[config.mk]
export PLATFORM = sky130hd
export DESIGN_NAME = plinko_histogram_flat
export DESIGN_NICKNAME = d
export VERILOG_FILES = /design/src/rtl/plinko_histogram_if.sv /design/src/rtl/plinko_histogram.sv /design/src/flat_wrapper.sv
export SDC_FILE = /design/constraint.sdc
export NUM_CORES = 1
export LEC_CHECK = 0
export ABC_AREA = 1
export BUFFER_PORTS_ARGS = -buffer_cell sky130_fd_sc_hd__buf_2
export CAP_MARGIN = 5
export CORE_UTILIZATION = 25
export CTS_CLUSTER_DIAMETER = 150
export DETAILED_ROUTE_END_ITERATION = 6
export PLACE_DENSITY = 0.5
export SETUP_SLACK_MARGIN = 0.3
export SLEW_MARGIN = 15
export SYNTH_ARGS = -nofsm -noshare
export SYNTH_HDL_FRONTEND = slang
export SYNTH_SLANG_ARGS = --single-unit
[constraint.sdc]
create_clock -name clk -period 3.1 [get_ports clk]
set_input_delay 0 -clock clk [delete_from_list [all_inputs] [get_ports clk]]
set_output_delay 0 -clock clk [all_outputs]
set_load 0.02 [all_outputs]
[src/rtl/plinko_histogram_if.sv]
// Handshake bundle for plinko_histogram: drop input, readout stream and status.
// The master drives drops and commands, and the slave (the histogram) answers.
interface plinko_histogram_if #(
    parameter int ROWS  = 7,
    parameter int CNT_W = 5
);
    localparam int BINS  = ROWS + 1;
    localparam int LOC_W = ($clog2(BINS) > 1) ? $clog2(BINS) : 1;
    localparam int TOT_W = CNT_W + LOC_W;

    logic             drop_valid;
    logic [ROWS-1:0]  drop_path;
    logic             drop_ready;
    logic [LOC_W-1:0] ball_location;
    logic             clear;
    logic             rd_start;
    logic             rd_valid;
    logic             rd_ready;
    logic [LOC_W-1:0] rd_bin;
    logic [CNT_W-1:0] rd_count;
    logic             rd_last;
    logic [TOT_W-1:0] total_drops;
    logic             sat_flag;

    modport master (
        output drop_valid, drop_path, clear, rd_start, rd_ready,
        input  drop_ready, ball_location, rd_valid, rd_bin, rd_count, rd_last,
               total_drops, sat_flag
    );

    modport slave (
        input  drop_valid, drop_path, clear, rd_start, rd_ready,
        output drop_ready, ball_location, rd_valid, rd_bin, rd_count, rd_last,
               total_drops, sat_flag
    );
endinterface

[src/rtl/plinko_histogram.sv]
// Plinko landing-bin histogram: counts drops per bin (popcount of the path),
// streams the bins out on request and clears them with a one-bin-per-cycle sweep.
module plinko_histogram #(
    parameter int ROWS  = 7,
    parameter int CNT_W = 5
) (
    input  logic clk,
    input  logic rst,
    plinko_histogram_if.slave bus
);
    localparam int BINS  = ROWS + 1;
    localparam int LOC_W = ($clog2(BINS) > 1) ? $clog2(BINS) : 1;
    localparam int TOT_W = CNT_W + LOC_W;
    localparam logic [LOC_W-1:0] LAST_BIN = LOC_W'(BINS - 1);

    typedef enum logic [1:0] {ACCEPT, DUMP, CLEAR} state_t;

    state_t           state_reg, state_next;
    logic [LOC_W-1:0] rd_ptr_reg;
    logic [LOC_W-1:0] clr_idx_reg;
    logic [LOC_W-1:0] loc;
    logic [TOT_W-1:0] total_reg;
    logic             sat_reg;
    logic [CNT_W-1:0] bin_val [BINS];
    logic [BINS-1:0]  bin_sat;
    logic             accept;
    logic             beat_done;

    always_comb begin
        loc = '0;
        for (int i = 0; i < ROWS; i++) begin
            loc = loc + LOC_W'(bus.drop_path[i]);
        end
    end

    // clear outranks a drop presented in the same cycle
    assign accept    = (state_reg == ACCEPT) && bus.drop_valid && !bus.clear;
    assign beat_done = (state_reg == DUMP) && bus.rd_ready;

    always_ff @(posedge clk) begin
        if (rst) begin
            state_reg <= ACCEPT;
        end else begin
            state_reg <= state_next;
        end
    end

    always_comb begin
        state_next = state_reg;
        case (state_reg)
            ACCEPT:  if (bus.rd_start) state_next = DUMP;
            DUMP:    if (beat_done && rd_ptr_reg == LAST_BIN) state_next = ACCEPT;
            CLEAR:   if (clr_idx_reg == LAST_BIN) state_next = ACCEPT;
            default: state_next = ACCEPT;
        endcase
        if (bus.clear) begin
            state_next = CLEAR;
        end
    end

    // Both indices wrap at LAST_BIN so they stay in range for odd bin counts
    always_ff @(posedge clk) begin
        if (rst || bus.clear) begin
            rd_ptr_reg  <= '0;
            clr_idx_reg <= '0;
        end else begin
            if (beat_done) begin
                rd_ptr_reg <= (rd_ptr_reg == LAST_BIN) ? '0 : rd_ptr_reg + 1'b1;
            end
            if (state_reg == CLEAR) begin
                clr_idx_reg <= (clr_idx_reg == LAST_BIN) ? '0 : clr_idx_reg + 1'b1;
            end
        end
    end

    for (genvar gi = 0; gi < BINS; gi++) begin : g_bin
        logic [CNT_W-1:0] cnt_reg;
        logic             hit;

        assign hit         = accept && (loc == LOC_W'(gi));
        assign bin_sat[gi] = hit && (&cnt_reg);
        assign bin_val[gi] = cnt_reg;

        always_ff @(posedge clk) begin
            if (rst) begin
                cnt_reg <= '0;
            end else if (state_reg == CLEAR && clr_idx_reg == LOC_W'(gi)) begin
                cnt_reg <= '0;
            end else if (hit && !(&cnt_reg)) begin
                cnt_reg <= cnt_reg + 1'b1;
            end
        end
    end

    always_ff @(posedge clk) begin
        if (rst || bus.clear) begin
            total_reg <= '0;
            sat_reg   <= 1'b0;
        end else begin
            if (accept) begin
                if (&total_reg) begin
                    sat_reg <= 1'b1;
                end else begin
                    total_reg <= total_reg + 1'b1;
                end
            end
            if (|bin_sat) begin
                sat_reg <= 1'b1;
            end
        end
    end

    assign bus.ball_location = loc;
    assign bus.drop_ready    = (state_reg == ACCEPT);
    assign bus.rd_valid      = (state_reg == DUMP);
    assign bus.rd_bin        = rd_ptr_reg;
    assign bus.rd_count      = (state_reg == DUMP) ? bin_val[rd_ptr_reg] : '0;
    assign bus.rd_last       = (state_reg == DUMP) && (rd_ptr_reg == LAST_BIN);
    assign bus.total_drops   = total_reg;
    assign bus.sat_flag      = sat_reg;
endmodule

[src/flat_wrapper.sv]
// flat-port wrapper written by rule: the top's interface ports become plain ports
module plinko_histogram_flat 
#(
    parameter int ROWS  = 7,
    parameter int CNT_W = 5
)
  (clk, rst, bus_drop_valid, bus_drop_path, bus_clear, bus_rd_start, bus_rd_ready, bus_drop_ready, bus_ball_location, bus_rd_valid, bus_rd_bin, bus_rd_count, bus_rd_last, bus_total_drops, bus_sat_flag);
  plinko_histogram_if #(.ROWS(ROWS), .CNT_W(CNT_W)) bus_i ();
  input  logic clk;
  input  logic rst;
  input wire logic [$bits(bus_i.drop_valid)-1:0] bus_drop_valid;
  input wire logic [$bits(bus_i.drop_path)-1:0] bus_drop_path;
  input wire logic [$bits(bus_i.clear)-1:0] bus_clear;
  input wire logic [$bits(bus_i.rd_start)-1:0] bus_rd_start;
  input wire logic [$bits(bus_i.rd_ready)-1:0] bus_rd_ready;
  output wire logic [$bits(bus_i.drop_ready)-1:0] bus_drop_ready;
  output wire logic [$bits(bus_i.ball_location)-1:0] bus_ball_location;
  output wire logic [$bits(bus_i.rd_valid)-1:0] bus_rd_valid;
  output wire logic [$bits(bus_i.rd_bin)-1:0] bus_rd_bin;
  output wire logic [$bits(bus_i.rd_count)-1:0] bus_rd_count;
  output wire logic [$bits(bus_i.rd_last)-1:0] bus_rd_last;
  output wire logic [$bits(bus_i.total_drops)-1:0] bus_total_drops;
  output wire logic [$bits(bus_i.sat_flag)-1:0] bus_sat_flag;
  assign bus_i.drop_valid = bus_drop_valid;
  assign bus_i.drop_path = bus_drop_path;
  assign bus_i.clear = bus_clear;
  assign bus_i.rd_start = bus_rd_start;
  assign bus_i.rd_ready = bus_rd_ready;
  assign bus_drop_ready = bus_i.drop_ready;
  assign bus_ball_location = bus_i.ball_location;
  assign bus_rd_valid = bus_i.rd_valid;
  assign bus_rd_bin = bus_i.rd_bin;
  assign bus_rd_count = bus_i.rd_count;
  assign bus_rd_last = bus_i.rd_last;
  assign bus_total_drops = bus_i.total_drops;
  assign bus_sat_flag = bus_i.sat_flag;
  plinko_histogram #(.ROWS(ROWS), .CNT_W(CNT_W)) u_core (.clk(clk), .rst(rst), .bus(bus_i));
endmodule
==> results of run 1 <==
[worst max-delay path by stage]
stage | start | endpoint | slack [ps] | cells after the start
global route | bus_drop_path[0] | u_core.g_bin[2].cnt_reg[3] | 240 | 14
global placement | bus_drop_path[0] | u_core.bus.sat_flag | 60 | 15
detailed placement | bus_drop_path[0] | u_core.g_bin[6].cnt_reg[2] | 50 | 15
CTS | bus_drop_path[0] | u_core.g_bin[6].cnt_reg[2] | 380 | 15
finish | bus_drop_path[0] | u_core.g_bin[6].cnt_reg[2] | 400 | 15
floorplan | bus_drop_path[0] | u_core.g_bin[0].cnt_reg[2] | 290 | 15
[stage by stage]
step | instances | total power, W | hold slack, ps | utilization, %
6_report | 738 | 0.00230 | 72.2 | 31.7
5_1_grt | 738 | 0.00241 | 80.6 | 31.7
4_1_cts | 738 | 0.00232 | 57.7 | 31.6
3_5_place_dp | 720 | 0.00118 | 268 | 29.0
3_3_place_gp | 720 | 0.00117 | 259 | 29.0
2_1_floorplan | 505 | 0.00106 | 149 | -
[cells in the final DEF, fill, tap and decap left out, drive strengths merged, types with 4 or more instances in the layout]
master	Yosys	layout
nand2	95	95
inv	84	84
a21oi	64	64
dfxtp	57	57
o21ai	48	48
buf	0	42
nor2	39	39
ha	28	28
nand3	23	23
nor3	21	21
a31oi	13	13
clkbuf	7	9
nand4	6	6
nand3b	6	6
clkinv	4	6
a211oi	4	4
[layer usage]
layer,part of all wire (%),vias to the layer above,track usage [%]
li1,-,1771,-
met1,47,1544,17.0
met5,0,-,0
met4,1.8,0,5.41
met2,48,47,22.3
met3,3.3,12,2.97
[repair_timing]
item                                    in CTS  in global routing
hold buffers                                 3                  0
endpoints found under the setup margin       0                 12
resized for setup                            0                  3
hold endpoints to repair                     2                  0
[layout make-up]
| class | count | area (um2) |
|---|---|---|
| multi-input combinational | 353 | 2150 |
| inverter | 88 | 337 |
| fill | 1520 | 9600 |
| clock inverter | 6 | 108 |
| sequential | 57 | 1140 |
| clock buffer | 9 | 225 |
| timing repair buffer | 45 | 258 |
| tap | 180 | 225 |
[worst max-delay path: cells and delay by family]
family / cells / cell delay [ps]
AOI/OAI and AO/OA: 1 / 50
adders and majority gates: 5 / 1800
buffers and inverters: 5 / 370
and+or+nand+nor: 4 / 690
[cells by family after synthesis]
kind of cell,synth area share (%)
AND/OR/NAND/NOR,28.2
AO/OA/AOI/OAI,18.8
buffers and inverters,9.96
flip-flops,31.3
adder cells (fa/ha/maj),11.3
XOR/XNOR,0.481
[report_power, final]
group          internal, W  switching (W)  leakage (nW)  total (W)
registers         0.000751      0.0000163         0.460   0.000767
clock network     0.000777       0.000359         0.161    0.00114
logic             0.000129       0.000269          1.10   0.000398
total              0.00166       0.000644          1.73    0.00230
==> metrics.yaml, run 1 <==
clock_network:
  cts_tree: "built"
  clk_path_buf_depth: 2
  postCtsSetupBuffers: 0
  clockRootBuffer: "clkbuf_16"
  clkTransAtPathRegs_ps: 60
  cts_buffers: 9
  clock-sinks: 57
  h-tree-depth: 3
  clk_latency_ps: 330
worst_setup_path:
  regToRegSetupSlack_ps: 1460
  reg2reg_from: "u_core.bus.rd_bin[0]"
  startpoint_type: "input port"
  reg2reg_to: "u_core.bus.rd_bin[2]"
  crit_chain: "buf_2 > ha_1 > inv_1 > fa_1 > fa_1 > inv_1 > ha_1 > inv_1 > fa_2 > nor2_2 > inv_2 > nor3_4 > nand3_1 > nand2_1 > a21oi_1"
  worstPathMaxFanout: 6
  critPathMaxStageDelay_ps: 480
  r2r_cells: 4
  worst_ep_arrival_time_ps: 2910
  crit_path_frequent_cell: "inv_1"
  required_ps: 3310
  path_class: "input port to flop"
  endpoint_kind: "flop"
  crit_path_top_delay_cell: "fa_1"
run_status:
  outcome: "completed"
finish:
  synthToLayoutAreaGrowth_pct: 22.1
  finalInstanceArea_um2: 4450
  final_layout_size_suffix_gt1_share_pct: 17.9
  nNetsFinal: 598
  largest_reg_flops: 40
  diodes: 0
floorplan:
  die_area_um2: 15100
  std_cell_rows: 43
  die_y_um: 123
  die_x_um: 123
  core-area_um2: 14000
  pin_count: 36
  initial_utilization_pct: 25.9
min_path:
  hold-path-cell-count: 3
  holdCritStartpoint: "bus_rd_ready"
  hp-class: "input port to flop"
  hold_path_end: "u_core.bus.rd_bin[2]"
timing:
  grt_setup_unrepaired: "yes"
  timing.final.ws_setup_ps: 396
  setup_violations: 0
  finalHoldViolCount: 0
  fin_crit_ps: 2700
  fmax_mhz: 370
  maxSlewViolCount: 0
  skew_ps: 10.0
  tightest_slew_ps: 749
  maxSlewHeadroom_pct: 50.0
  final.setup.tns_ps: 0
  period_share_pct: 87.2
routing:
  drt-total-wl_mm: 9.29
  routed-via-count: 3374
  first_iter_violations: 140
  drt_pass1_iterations: 4
  routed_via_density: 4.57
  wl_per_cell_um: 12.6
  drtAntennaViolNets: 0
  route.detailed.drc: 0
global_route:
  grt_pass1_vias: 3200
  grt.overflow.total: 0
  grt_usage_pct: 13.5
  antenna_found_initial: 0
  grt_pass1_wl_mm: 15.5
  grt_max_degree: 24
placement:
  pre_cts_slack_ps: 51.1
  gp_congestion: 0.852
  portBuffers: 35
  placed_cell_area_um2: 4070
  hpwl_mm: 7.44
synthesis:
  synth.most_common_cell: "nand2_1"
  synthesis.nets: 549
  synth.avg_cell_area_um2: 7.21
  async_flop_share_pct: 0
  synth-edff-count: 0
  ys_warn_count: 0
  synth.distinct_cells: 35
  synth_common_cells: "nand2_1, inv_1, a21oi_1"
  synth.top_cells.by_area: "dfxtp_1, ha_1, nand2_1"
  ys_seq_area_share_pct: 31.3
  synth_top_area_cell: "dfxtp_1"
  syn_inst: 505
  postSynthRegisterBits: 57
  synth_top_flop_cell: "dfxtp_1"
  netlist_area_um2: 3640
  synth_top_area_share_pct: 31.3
power:
  worst_ir_drop_vdd_uv: 292
  power_density_nw_per_um2: 517
  leakage_nw: 1.73
job:
  maxCapViolCount: 0
(Power assumes the default switching activity.)
==> run 2, diff against run 1 <==
==> constraint.sdc (replaced) <==
create_clock -name clk -period 3.1 [get_ports clk]
set_input_delay 0.465 -clock clk [delete_from_list [all_inputs] [get_ports clk]]
set_output_delay 0.465 -clock clk [all_outputs]
set_load 0.02 [all_outputs]
==> run 2 against run 1 <==
Against the previous run: the flow now finishes with violations (setup timing); sequential power about the same; power is 4.5% higher; worst setup slack lost 540 ps; combinational power grew 52%; sequential cell count unchanged; routed wire length up 5.6%; non-clock buffer count grew 8; via count grew 3.8%; critical path type is now input port to primary output; largest cell class unchanged; largest power group unchanged.
==> metrics.yaml, run 2 (synthesis results as in run 1) <==
finish:
  layout_commonest_cell: "nand2_1"
  final_layout_size_suffix_gt1_share_pct: 26.3
  synthToLayoutAreaGrowth_pct: 30.3
  layout_common_cells: "nand2_1, inv_1, dfxtp_1"
  diodes: 0
  fillers: 1443
  largest_reg_flops: 40
  multiInputGateArea_um2: 2350
  finalInstanceArea_um2: 4740
  nNetsFinal: 606
  ff_latch_area_um2: 1140
global_route:
  grt.overflow.total: 0
  grt_pass1_vias: 3309
  antenna_found_initial: 0
  grt_pass1_wl_mm: 16.1
  grt_max_degree: 23
  grt_usage_pct: 14.0
timing:
  finalHoldViolCount: 0
  grt_setup_unrepaired: "yes"
  maxSlewHeadroom_pct: 28.3
  fin_crit_ps: 3240
  period_share_pct: 105
  timing.final.ws_setup_ps: -144
  setup_violations: 11
  fmax_mhz: 308
  hold-worst-slack_ps: 377
  maxSlewViolCount: 0
  skew_ps: 7.35
  final.setup.tns_ps: -305
  tightest_slew_ps: 1060
worst_setup_path:
  endpoint_kind: "primary output"
  startpoint_type: "input port"
  r2r_cells: 6
  regToRegSetupSlack_ps: 1150
  required_ps: 2630
  reg2reg_from: "u_core.clr_idx_reg[0]"
  endpoint: "bus_ball_location[1]"
  worst_ep_arrival_time_ps: 2780
  reg2reg_to: "u_core.g_bin[7].cnt_reg[3]"
  cp-startpoint: "bus_drop_path[0]"
  crit_path_top_delay_cell: "fa_2"
  crit_chain: "buf_6 > ha_4 > inv_2 > fa_1 > fa_1 > inv_2 > ha_4 > inv_2 > fa_2 > inv_4 > buf_6 > buf_6"
  worstPathMaxFanout: 2
  path_class: "input port to primary output"
  critPathMaxStageDelay_ps: 550
clock_network:
  h-tree-depth: 3
  hold_buffers: 0
  clkTransAtPathRegs_ps: 60
  clockRootBuffer: "clkbuf_16"
  clock-sinks: 57
  cts_tree: "built"
  clk_path_buf_depth: 2
  cts_buffers: 9
  clk_latency_ps: 330
power:
  p_total_w: 0.00240
  worst_ir_drop_vdd_uv: 301
  power_density_nw_per_um2: 507
  leakage_nw: 1.85
routing:
  wl_per_cell_um: 13.1
  route.detailed.drc: 0
  first_iter_violations: 224
  routed-via-count: 3501
  drt-total-wl_mm: 9.82
  drtAntennaViolNets: 0
  routed_via_density: 4.69
  drt_pass1_iterations: 5
min_path:
  hp-class: "input port to flop"
floorplan:
  core-area_um2: 14000
  die_area_um2: 15100
  die_y_um: 123
  initial_utilization_pct: 25.9
  pin_count: 36
  die_x_um: 123
  std_cell_rows: 43
run_status:
  violations: "setup timing"
  outcome: "finished with violations"
job:
  maxCapViolCount: 0
placement:
  placed_cell_area_um2: 4120
  gp_congestion: 0.865
  portBuffers: 35
  hpwl_mm: 7.55
## run 2: repair_timing
action | in CTS | in global routing
setup endpoints to repair | 48 | 48
pin swaps | 23 | 18
setup buffers | 8 | 3
cloned | 0 | 0
resized for setup | 40 | 24
## run 2: metal layers
layer,global-route usage [%],wire length [um],vias up
li1,-,-,1793
met1,16.9,4400,1647
met2,24.7,5020,52
met3,2.23,263,9
met4,5.03,137,0
met5,0,0,-
## run 2: layout make-up
cell class	count	share of cell area, %
multi-input cells	353	49.5
flip-flops and latches	57	24.1
repair buffers	53	7.94
inverters	88	7.28
clock buffers	11	5.33
well taps	180	4.75
clock inverters	5	1.13
## run 2: power by group
group | switching, W | leakage (nW) | internal, W
combinational | 0.000350 | 1.23 | 0.000256
clock | 0.000369 | 0.155 | 0.000662
sequential | 0.0000157 | 0.461 | 0.000751
## run 2: worst min-delay path by stage
stage | startpoint | slack, ps | to | cells after the start
detailed placement | u_core.g_bin[6].cnt_reg[3] | 450 | u_core.g_bin[6].cnt_reg[3] | 2
CTS | bus_rd_start | 380 | u_core.state_reg[0] | 3
global placement | u_core.g_bin[1].cnt_reg[3] | 450 | u_core.g_bin[1].cnt_reg[3] | 2
floorplan | u_core.g_bin[1].cnt_reg[3] | 440 | u_core.g_bin[1].cnt_reg[3] | 2
global route | bus_rd_start | 410 | u_core.state_reg[0] | 3
finish | bus_rd_start | 380 | u_core.state_reg[0] | 3
## run 2: through the flow
stage,worst slack (ps),cells,utilization (%)
detailed placement,-411,720,29.3
floorplan,-155,505,-
CTS,-248,744,32.9
global placement,-351,720,29.3
finish,-144,747,33.8
global route,-222,747,33.8
## run 2: critical path: cells and delay by family
family	cells	cell delay, ps
adder cells (fa/ha/maj)	5	1830
buffers and inverters	7	480
==> run 3, diff against run 2 <==
--- a/config.mk
+++ b/config.mk
@@ -12,6 +12,7 @@
 export CTS_CLUSTER_DIAMETER = 150
 export DETAILED_ROUTE_END_ITERATION = 6
 export PLACE_DENSITY = 0.5
+export RECOVER_POWER = 50
 export SETUP_SLACK_MARGIN = 0.3
 export SLEW_MARGIN = 15
 export SYNTH_ARGS = -nofsm -noshare
==> run 3 against run 2 <==
Against the previous run: the run still ends with setup timing left; utilization shrank 0.27 points; cell area decreased by 0.79%; largest cell class unchanged; global-route usage is the same; register-to-register slack got worse by 500 ps; critical path type unchanged; final cell count is the same.
==> metrics.yaml, run 3 (synthesis results as in run 1) <==
floorplan:
  initial_utilization_pct: 25.9
  core-area_um2: 14000
  die_y_um: 123
  die_area_um2: 15100
  std_cell_rows: 43
  pin_count: 36
  die_x_um: 123
clock_network:
  clkTransAtPathRegs_ps: 60
  cts_buffers: 9
  clock-sinks: 57
  cts_tree: "built"
  clockRootBuffer: "clkbuf_16"
  clk_path_buf_depth: 2
  clk_latency_ps: 330
  h-tree-depth: 3
finish:
  nNetsFinal: 606
  layout_common_cells: "nand2_1, inv_1, dfxtp_1"
  diodes: 0
  final_layout_size_suffix_gt1_share_pct: 23.8
  layout.cells.non_filler: 747
  synthToLayoutAreaGrowth_pct: 29.2
  layout_commonest_cell: "nand2_1"
  finalInstanceArea_um2: 4710
  largest_reg_flops: 40
min_path:
  hold_path_end: "u_core.state_reg[0]"
  holdCritStartpoint: "bus_rd_start"
  hp-class: "input port to flop"
  hold-path-cell-count: 3
power:
  power_density_nw_per_um2: 509
  p_total_w: 0.00240
  worst_ir_drop_vdd_uv: 299
  leakage_nw: 1.80
timing:
  grt_setup_unrepaired: "yes"
  finalHoldViolCount: 0
  fin_crit_ps: 3240
  fmax_mhz: 308
  skew_ps: 8.80
  maxSlewViolCount: 0
  tightest_slew_ps: 1100
  period_share_pct: 105
  setup_violations: 15
  timing.final.ws_setup_ps: -144
  maxSlewHeadroom_pct: 26.4
worst_setup_path:
  path_class: "input port to primary output"
  worstPathMaxFanout: 2
  startpoint_type: "input port"
  reg2reg_from: "u_core.state_reg[0]"
  regToRegSetupSlack_ps: 650
  reg2reg_to: "u_core.bus.total_drops[7]"
  cp-startpoint: "bus_drop_path[0]"
  r2r_cells: 8
  worst_ep_arrival_time_ps: 2780
  endpoint_kind: "primary output"
  required_ps: 2630
run_status:
  violations: "setup timing"
  outcome: "finished with violations"
routing:
  route.detailed.drc: 0
  first_iter_violations: 217
  wl_per_cell_um: 13.2
  drtAntennaViolNets: 0
  routed-via-count: 3512
  routed_via_density: 4.70
  drt_pass1_iterations: 5
  drt-total-wl_mm: 9.85
global_route:
  antenna_found_initial: 0
  grt_max_degree: 23
  grt_pass1_vias: 3309
  grt_usage_pct: 14.0
  grt_pass1_wl_mm: 16.1
  grt.overflow.total: 0
job:
  maxCapViolCount: 0
placement:
  hpwl_mm: 7.55
  dp_cells: 720
  gp_congestion: 0.865
  placed_cell_area_um2: 4120
  pre_cts_slack_ps: -411
  portBuffers: 35
[run 3: per-layer routing]
metal	vias to the layer above	part of all wire, %	GRT usage (%)
met4	0	1.5	5.03
met1	1665	45	16.9
li1	1790	-	-
met2	48	51	24.7
met5	-	0	0
met3	9	2.2	2.23
[run 3: report_power, final]
group | switching (W) | internal [W] | leakage [nW]
sequential | 0.0000156 | 0.000751 | 0.461
combinational | 0.000347 | 0.000254 | 1.18
clock | 0.000368 | 0.000663 | 0.155
[run 3: area by class of cell]
type,count,area [um2]
fillers,1455,9340
well taps,180,225
multi-input cells,353,2320
clock inverters,5,53.8
repair buffers,53,365
flip-flops and latches,57,1140
inverters,88,345
clock buffers,11,253
[run 3: per-stage QoR]
stage	utilization (%)	hold slack, ps	setup TNS, ps
floorplan	-	436	-2220
global placement	29.3	447	-11870
detailed placement	29.3	455	-13130
CTS	32.9	375	-1770
global route	33.5	413	-5190
finish	33.5	379	-452
[run 3: how the worst max path moves through the flow]
stage                                 end  slack (ps)  depth (start not counted)
3_5_place_dp   u_core.g_bin[4].cnt_reg[2]        -410                         16
4_1_cts              bus_ball_location[1]        -250                         12
3_3_place_gp   u_core.g_bin[1].cnt_reg[1]        -350                         14
2_1_floorplan  u_core.g_bin[4].cnt_reg[2]        -160                         15
6_report             bus_ball_location[1]        -140                         12
5_1_grt        u_core.g_bin[6].cnt_reg[2]        -220                         18
[run 3: what timing repair did]
| item | 4_1_cts | 5_1_grt |
|---|---|---|
| pin swaps | 23 | 18 |
| resized for setup | 40 | 24 |
| endpoints found under the setup margin | 48 | 48 |
| setup buffers | 8 | 3 |
| hold buffers | 0 | 0 |
[run 3: critical path: stages]
cell and delay, ps:
buf_6 90, ha_4 250, inv_2 30, fa_1 490
fa_1 420, inv_2 70, ha_4 120, inv_2 30
fa_2 550, inv_4 40, buf_6 100, buf_6 120
